### src/rtl/urisc_mem_responder.sv
// urisc_mem_responder: RAM, output FIFO and input port on the URISC CPU bus.
// A byte-stream loader fills RAM from address 0 before the CPU is allowed to run;
// CPU writes are honoured only while running, reads are answered combinationally.
module urisc_mem_responder #(
  parameter int         AW         = 7,
  parameter int         FIFO_DEPTH = 4,
  parameter logic [7:0] OUT_ADDR   = 8'h80,
  parameter logic [7:0] IN_ADDR    = 8'h81
) (
  input  logic          clk_PH1,
  input  logic          rst_n,
  input  logic          CSMR,
  input  logic          RDMR,
  input  logic          WRITE,
  input  logic [7:0]    ADDRESS,
  input  logic [7:0]    DATA_OUT,
  output logic [7:0]    DATA_IN,
  output logic          RUN,
  input  logic          ld_start,
  input  logic [AW:0]   ld_len,
  input  logic          ld_valid,
  input  logic [7:0]    ld_data,
  output logic          ld_ready,
  input  logic          stop,
  output logic          out_valid,
  output logic [7:0]    out_data,
  input  logic          out_ready,
  input  logic [7:0]    in_data,
  output logic          ovf
);

  localparam int          RAM_N   = 2**AW;
  localparam int          PW      = $clog2(FIFO_DEPTH);
  localparam logic [AW:0] RAM_N_L = {1'b1, {AW{1'b0}}};
  localparam logic [PW:0] DEPTH_L = {1'b1, {PW{1'b0}}};

  typedef enum logic [1:0] {S_IDLE, S_LOAD, S_RUN} state_t;

  state_t        state, state_nx;
  logic [AW:0]   len, len_nx;
  logic [AW:0]   cnt, cnt_nx;

  logic [7:0]    ram [RAM_N];
  logic [7:0]    fifo_mem [FIFO_DEPTH];
  logic [PW-1:0] wptr, rptr;
  logic [PW:0]   count;

  logic          ld_we, cpu_wr, ram_we;
  logic [AW-1:0] ram_wa;
  logic [7:0]    ram_wd;
  logic          full, push_req, push, pop;

  // Load length saturates at the RAM size so the loader can never wrap onto itself.
  function automatic logic [AW:0] sat_len(input logic [AW:0] n);
    return (n > RAM_N_L) ? RAM_N_L : n;
  endfunction

  // True when the bus address falls inside the RAM window.
  function automatic logic in_ram(input logic [7:0] a);
    return (a >> AW) == 8'd0;
  endfunction

  // State register plus load length / byte counter.
  always_ff @(posedge clk_PH1 or negedge rst_n) begin
    if (!rst_n) begin
      state <= S_IDLE;
      len   <= '0;
      cnt   <= '0;
    end else begin
      state <= state_nx;
      len   <= len_nx;
      cnt   <= cnt_nx;
    end
  end

  // Next-state logic; stop overrides every other transition.
  always_comb begin
    state_nx = state;
    len_nx   = len;
    cnt_nx   = cnt;
    unique case (state)
      S_IDLE: begin
        if (!stop && ld_start) begin
          len_nx   = sat_len(ld_len);
          cnt_nx   = '0;
          state_nx = (sat_len(ld_len) == '0) ? S_RUN : S_LOAD;
        end
      end
      S_LOAD: begin
        if (ld_valid) cnt_nx = cnt + 1'b1;
        if (stop)                                    state_nx = S_IDLE;
        else if (ld_valid && (cnt == len - 1'b1))    state_nx = S_RUN;
      end
      S_RUN: begin
        if (stop) state_nx = S_IDLE;
      end
      default: state_nx = S_IDLE;
    endcase
  end

  // Moore outputs decoded from the registered state.
  always_comb begin
    RUN      = (state == S_RUN);
    ld_ready = (state == S_LOAD);
  end

  // Single RAM write port shared by loader (LOAD) and CPU (RUN); the states are exclusive.
  always_comb begin
    ld_we    = (state == S_LOAD) && ld_valid;
    cpu_wr   = (state == S_RUN) && CSMR && WRITE;
    ram_we   = ld_we || (cpu_wr && in_ram(ADDRESS));
    ram_wa   = ld_we ? cnt[AW-1:0] : ADDRESS[AW-1:0];
    ram_wd   = ld_we ? ld_data : DATA_OUT;
    full     = (count == DEPTH_L);
    pop      = out_valid && out_ready;
    push_req = cpu_wr && (ADDRESS == OUT_ADDR);
    push     = push_req && (!full || pop);
  end

  // RAM storage: no reset, contents survive rst_n.
  always_ff @(posedge clk_PH1) begin
    if (ram_we) ram[ram_wa] <= ram_wd;
  end

  // FIFO storage: written at the tail on an accepted push.
  always_ff @(posedge clk_PH1) begin
    if (push) fifo_mem[wptr] <= DATA_OUT;
  end

  // FIFO pointers, occupancy and sticky overflow flag.
  always_ff @(posedge clk_PH1 or negedge rst_n) begin
    if (!rst_n) begin
      wptr  <= '0;
      rptr  <= '0;
      count <= '0;
      ovf   <= 1'b0;
    end else begin
      if (push) wptr <= wptr + 1'b1;
      if (pop)  rptr <= rptr + 1'b1;
      unique case ({push, pop})
        2'b10:   count <= count + 1'b1;
        2'b01:   count <= count - 1'b1;
        default: count <= count;
      endcase
      if (push_req && full && !pop) ovf <= 1'b1;
    end
  end

  // FIFO head is presented directly.
  always_comb begin
    out_valid = (count != '0);
    out_data  = fifo_mem[rptr];
  end

  // Combinational read mux: the address settles half a cycle before the CPU samples.
  always_comb begin
    DATA_IN = 8'h00;
    if (CSMR && RDMR) begin
      if (in_ram(ADDRESS))          DATA_IN = ram[ADDRESS[AW-1:0]];
      else if (ADDRESS == OUT_ADDR) DATA_IN = 8'(count);
      else if (ADDRESS == IN_ADDR)  DATA_IN = in_data;
    end
  end

endmodule

### config.mk
export PLATFORM = sky130hd
export DESIGN_NAME = urisc_mem_responder
export DESIGN_NICKNAME = d
export VERILOG_FILES = /design/src/rtl/urisc_mem_responder.sv
export SDC_FILE = /design/constraint.sdc
export NUM_CORES = 1
export LEC_CHECK = 0
export CORE_MARGIN = 2
export CORE_UTILIZATION = 54
export CTS_CLUSTER_DIAMETER = 120
export DETAILED_ROUTE_END_ITERATION = 8
export GPL_ROUTABILITY_DRIVEN = 0
export PLACE_DENSITY = 0.7
export REMOVE_ABC_BUFFERS = 1
export SYNTH_ARGS = -nofsm -noshare
export SYNTH_HDL_FRONTEND = slang
export SYNTH_SLANG_ARGS = --single-unit
### constraint.sdc
create_clock -name clk_PH1 -period 6.1 [get_ports clk_PH1]
set_input_delay 0.61 -clock clk_PH1 [delete_from_list [all_inputs] [get_ports clk_PH1]]
set_output_delay 0.61 -clock clk_PH1 [all_outputs]
set_load 0.02 [all_outputs]
Word level (Yosys, flattened, before mapping)
Memory sizes are Yosys's and may differ from the RTL's.
Cells that the tools add are included.
{"block": "totals", "input_bits": 49, "regBits": 26, "n_memories": 2, "ram_bits": 1056, "romBits": 0, "elab_cells": 75, "latch_bits": 0}
{"block": "op_classes", "reduce_logical": 26, "eq_ne": 12, "bitwise": 0, "multipliers": 0, "order_cmp": 1, "addsub": 6, "shifts": 0, "n_div": 0, "muxes": 21}
{"memory": "ram", "words": 128, "width": 8, "rd": 1, "rd_ports_with_merged_regs": 0, "write_ports": 1, "line_no": "43", "rtl": "logic [7:0] ram [RAM_N];"}
{"memory": "fifo_mem", "words": 4, "width": 8, "rd": 1, "rd_ports_with_merged_regs": 0, "write_ports": 1, "line_no": "44", "rtl": "logic [7:0] fifo_mem [FIFO_DEPTH];"}
{"op": "$mux 8", "n": 8}
{"op": "$eq 8x8->1 const B", "n": 2}
{"op": "$logic_not 8->1", "n": 2}
{"op": "$pmux 8 s2", "n": 1}
{"op": "$logic_and 1x1->1", "n": 12}
{"op": "$mux 2", "n": 5}
{"op": "$add 8x1->8 const B", "n": 1}
{"op": "$eq 8x8->1", "n": 1}
{"op": "$gt 8x8->1 const B", "n": 1}
{"op": "$sub 8x1->8 const B", "n": 1}
{"op": "$mux 7", "n": 1}
{"op": "$pmux 2 s3", "n": 1}
{"op": "$pmux 3 s2", "n": 1}
{"op": "$reduce_and 3->1", "n": 2}
{"op": "$add 2x1->2 const B", "n": 2}
{"op": "$eq 2x1->1 const B", "n": 2}
{"op": "$eq 2x2->1 const B", "n": 2}
{"op": "$mux 1", "n": 4}
{"op": "$ne 2x2->1 const B", "n": 2}
{"op": "$reduce_bool 2->1", "n": 2}
{"op": "$add 3x1->3 const B", "n": 1}
{"op": "$eq 3x3->1 const B", "n": 1}
{"op": "$logic_not 1->1", "n": 3}
{"op": "$ne 3x1->1 const B", "n": 1}
{"op": "other kinds (6)", "n": 7}

Longest topological paths before layout
{"block": "depth", "word_depth": 7, "ltp_mapped": 12, "ltp_nobuf": 8}

Worst setup path before layout
No wires, ideal clock.
{"block": "synth_timing", "kind": "input to register", "start": "input port ld_valid", "end": "memory ram[0][0], data pin", "slack_ns": 2.371, "arrival_ns": 3.218, "stages": 6, "n_path_buf": 3, "path_cell_list": "and3b_1 > clkbuf_1 > clkbuf_1 > clkbuf_1 > nand2_1 > nand2_1"}
{"block": "synth_between", "elab_chain_cells": 2}
{"element": "start: declaration", "line_no": "21", "rtl": "input logic ld_valid,"}
{"element": "$logic_and 1x1->1", "line_no": "109", "rtl": "ld_we = (state == S_LOAD) && ld_valid;"}
{"element": "$mux 8", "line_no": "113", "rtl": "ram_wd = ld_we ? ld_data : DATA_OUT;"}
{"element": "named net ram_wd[0]", "line_no": "50", "rtl": "logic [7:0] ram_wd;"}
{"element": "end: declaration", "line_no": "43"}
The timed path passes the listed nets, and every way through them passes these cells.

Final worst setup path
{"block": "layout_timing", "start": "input port ADDRESS[6]", "end": "output port DATA_IN[7]"}
{"block": "layout_between", "elab_chain_cells": 5, "word_cells_on_any_way": 7, "classes_between": "eq/ne (2); mux (4); memory (1)"}
{"element": "start: declaration", "line_no": "15", "rtl": "input logic [7:0] ADDRESS,"}
{"element": "branches (longest 3 deep; another with $mem_v2 128x8)"}
{"element": "$mux 8 *", "line_no": "159", "rtl": "if (in_ram(ADDRESS)) DATA_IN = ram[ADDRESS[AW-1:0]];"}
{"element": "$mux 8 *", "line_no": "158", "rtl": "if (CSMR && RDMR) begin"}
{"element": "end: declaration", "line_no": "17", "rtl": "output logic [7:0] DATA_IN,"}
Every way passes the cells marked *.

==> flow_metrics.tcl <==
set metrics [dict create \
    ys_seq_area_frac 0.752 \
    htreeDepth 3 \
    post-dp-hpwl_mm 66.6 \
    start_kind "input pin" \
    reg2reg_to "ram[113][7]" \
    fin_nets 2349 \
    final-hold-violation-count 0 \
    synth.distinct_cells 67 \
    via_per_inst 6.58 \
    post-cts-setup-buffers 0 \
    synthSimpleGateAreaFrac 0.0451 \
    fin_cells 3434 \
    drt_iter0_drc 3051 \
    hp-class "register to register" \
    ctsResizeCount 0 \
    ios 69 \
    holdWs_ns 0.503 \
    syn_area_um2 43000 \
    synthMuxAreaShare 0.151 \
    grt_pass1_vias 22600 \
    syn_inst 2182 \
    grt_pass1_wl_mm 158 \
    rsz0062_at_grt "no" \
    total_leakage_power_nw 15.4 \
    ys_async_sr_fraction 0.0240 \
    setup_tns_ns 0 \
    first_pass_iters 5 \
    ctsHoldBuffers 0 \
    cp_max_fo 17 \
    finalCriticalPeriod_ns 5.48 \
    post_drt_wl_per_cell_um 31.5 \
    setup_slack_ns 0.615 \
    grt_max_degree 90 \
    worstPathRequired_ns 5.49 \
    startpoint "ADDRESS[6]" \
    cts_sinks 1082 \
    yosys_warnings 0 \
    critPathCaptureType "output port" \
    worst-setup-path-type "input pin to output port" \
    status "complete, no violations" \
    fp-row-count 103 \
    die_w_um 286 \
    timing.final.max_slew_violations 0 \
    syn2layout_area_growth_pct 12.7 \
    ant_nets 0 \
    finalSetupViolCount 0 \
    tightestPinTransition_ns 1.38 \
    ys_ff_latch 1082 \
    synth_top_family_by_area "multiplexers" \
    clk_latency_ns 0.67 \
    ir_drop_mv 0.216 \
    fin_crit_sh 0.899 \
    worstSetupEndpoint "DATA_IN[7]" \
    vias 22600 \
    die_y_um 286 \
    start_util 0.545 \
    clock_path_buffers 3 \
    dp_worst_setup_slack_ns 0.867 \
    skew_ns 0.0275 \
    avgSynthCellArea_um2 19.7 \
    timing.fmax_ghz 0.182 \
    numPortBuffers 68 \
    clk_pin_slew_ns 0.06 \
    r2r_start "state[0]" \
    synth-edff-count 1056 \
    synth_compound_area_frac 0.0298 \
    synth-xor-area-share 0.00366 \
    crit_arrival_ns 4.87 \
    grt.overflow.total 0 \
    cap_violations 0 \
    rr_worst_depth 8 \
    synthAdderAreaFrac 0.00221 \
    p_per_area_nw_per_um2 339 \
    synth_flop_cell "edfxtp_1" \
    grt_usage 0.268 \
    antenna_found_initial 0 \
    core_um2 79000 \
    dp.cells 3235 \
    r2r_slack_ns 1.91 \
    wirelength_mm 108 \
    dieArea_um2 82000 \
    cts_root_buf "clkbuf_16" \
    cts_made_buffers 106 \
    drcViolationCount 0 \
    cts_tree "done" \
    slew-limit-headroom 0.0784 \
    drive_gt1_frac 0.206 \
]
==> cell usage in the layout (no fill, tap or decap), types with 15 or more instances in the layout <==
| cell | n |
|---|---|
| edfxtp_1 | 1056 |
| mux4_2 | 249 |
| nor2_1 | 160 |
| nand2_1 | 112 |
| clkbuf_16 | 111 |
| mux2i_1 | 87 |
| clkdlybuf4s50_1 | 63 |
| buf_4 | 53 |
| a22oi_1 | 41 |
| o21ai_0 | 33 |
| clkinv_1 | 28 |
| dfrtp_1 | 26 |
| nand3_1 | 24 |
| nor3_1 | 21 |
| clkinv_2 | 21 |
| a21oi_1 | 17 |
| nand4_1 | 15 |
| nor2b_1 | 15 |
==> synth_stat cells (4+ instances only) <==
master / count / area, µm²
edfxtp_1: 1056 / 31700
a22oi_1: 41 / 308
a221oi_1: 6 / 52.6
or3_1: 6 / 37.5
nand3b_1: 11 / 82.6
nand3_1: 24 / 120
a211oi_1: 7 / 52.6
clkbuf_1: 57 / 214
buf_2: 23 / 115
and2_1: 6 / 37.5
inv_1: 11 / 41.3
buf_1: 11 / 41.3
a31oi_1: 9 / 56.3
xor2_1: 9 / 78.8
o32ai_1: 4 / 35.0
o311a_1: 5 / 50.1
mux4_2: 249 / 5610
nor4_1: 4 / 25.0
xnor2_1: 9 / 78.8
and3_1: 9 / 56.3
o22ai_1: 7 / 43.8
nor2_1: 160 / 601
o211ai_1: 6 / 45.0
a2111oi_0: 7 / 61.3
o21ai_0: 34 / 170
o21a_1: 5 / 37.5
nand2b_1: 8 / 50.1
buf_6: 13 / 146
nand2_1: 120 / 450
o31ai_1: 6 / 45.0
buf_4: 18 / 135
ha_1: 6 / 75.1
mux2i_1: 87 / 871
nor2b_1: 15 / 93.8
a21oi_1: 17 / 85.1
dfrtp_1: 26 / 651
nand4_1: 15 / 93.8
nor3_1: 22 / 110
==> per-layer routing <==
layer	part of all wire	GRT usage	up-vias
met5	0	0	-
met4	0.037	0.103	0
met3	0.11	0.0599	237
met2	0.46	0.403	1389
met1	0.39	0.388	11800
li1	-	-	9175
==> through the flow <==
stage               cell area [µm²]   util  total power [mW]
floorplan                     42400      -              9.32
global placement              44900  0.569              9.91
detailed placement            44900  0.569              9.95
CTS                           48500  0.614              16.5
global route                  48500  0.614              16.9
finish                        48500  0.614              16.4
==> worst min-delay path by stage <==
stage / from / end / slack, ns / cells past startpoint
after floorplan: rst_n / cnt[0] / 0.31 / 0
after global placement: ovf / ovf / 0.47 / 1
after detailed placement: ovf / ovf / 0.49 / 1
after CTS: ovf / ovf / 0.50 / 1
after global routing: ovf / ovf / 0.52 / 1
final: ovf / ovf / 0.50 / 1
==> worst max-delay path, cell delays in order <==
cell	delay, ns
clkdlybuf4s50_1	1.14
nand4b_1	0.85
nor3_1	0.59
a31oi_1	0.19
o21ai_0	0.26
a221o_1	0.38
a31o_1	0.21
clkdlybuf4s50_1	0.63
==> registers in the layout, summed over array words and instances (netlist names) <==
signal,flops
cnt,8
wptr,2
count,3
state,2
len,8
ovf,1
fifo_mem,32
ram,1024
rptr,2
==> layout make-up <==
| type | count | area (µm²) |
|---|---|---|
| clock inverters | 73 | 692 |
| diodes | 1 | 2.50 |
| well taps | 1050 | 1310 |
| repair buffers | 125 | 1170 |
| multi-input cells | 965 | 10100 |
| clock buffers | 125 | 2850 |
| fillers | 5406 | 30500 |
| inverters | 13 | 48.8 |
| flip-flops and latches | 1082 | 32400 |
==> report_power, final <==
part	internal [mW]	leakage (nW)	switching (mW)	total [mW]
combinational	0.463	3.78	0.869	1.33
clock	3.85	1.74	2.77	6.62
sequential	8.39	9.83	0.0849	8.47
==> cells by family after synthesis <==
kind of cell / count (synthesis)
flip-flops: 1082
AND/OR/NAND/NOR: 421
multiplexers: 338
AO/OA/AOI/OAI: 181
buffers and inverters: 135
XOR/XNOR: 18
adder cells (fa/ha/maj): 7
Note: power is estimated with default switching activity, not from simulation.
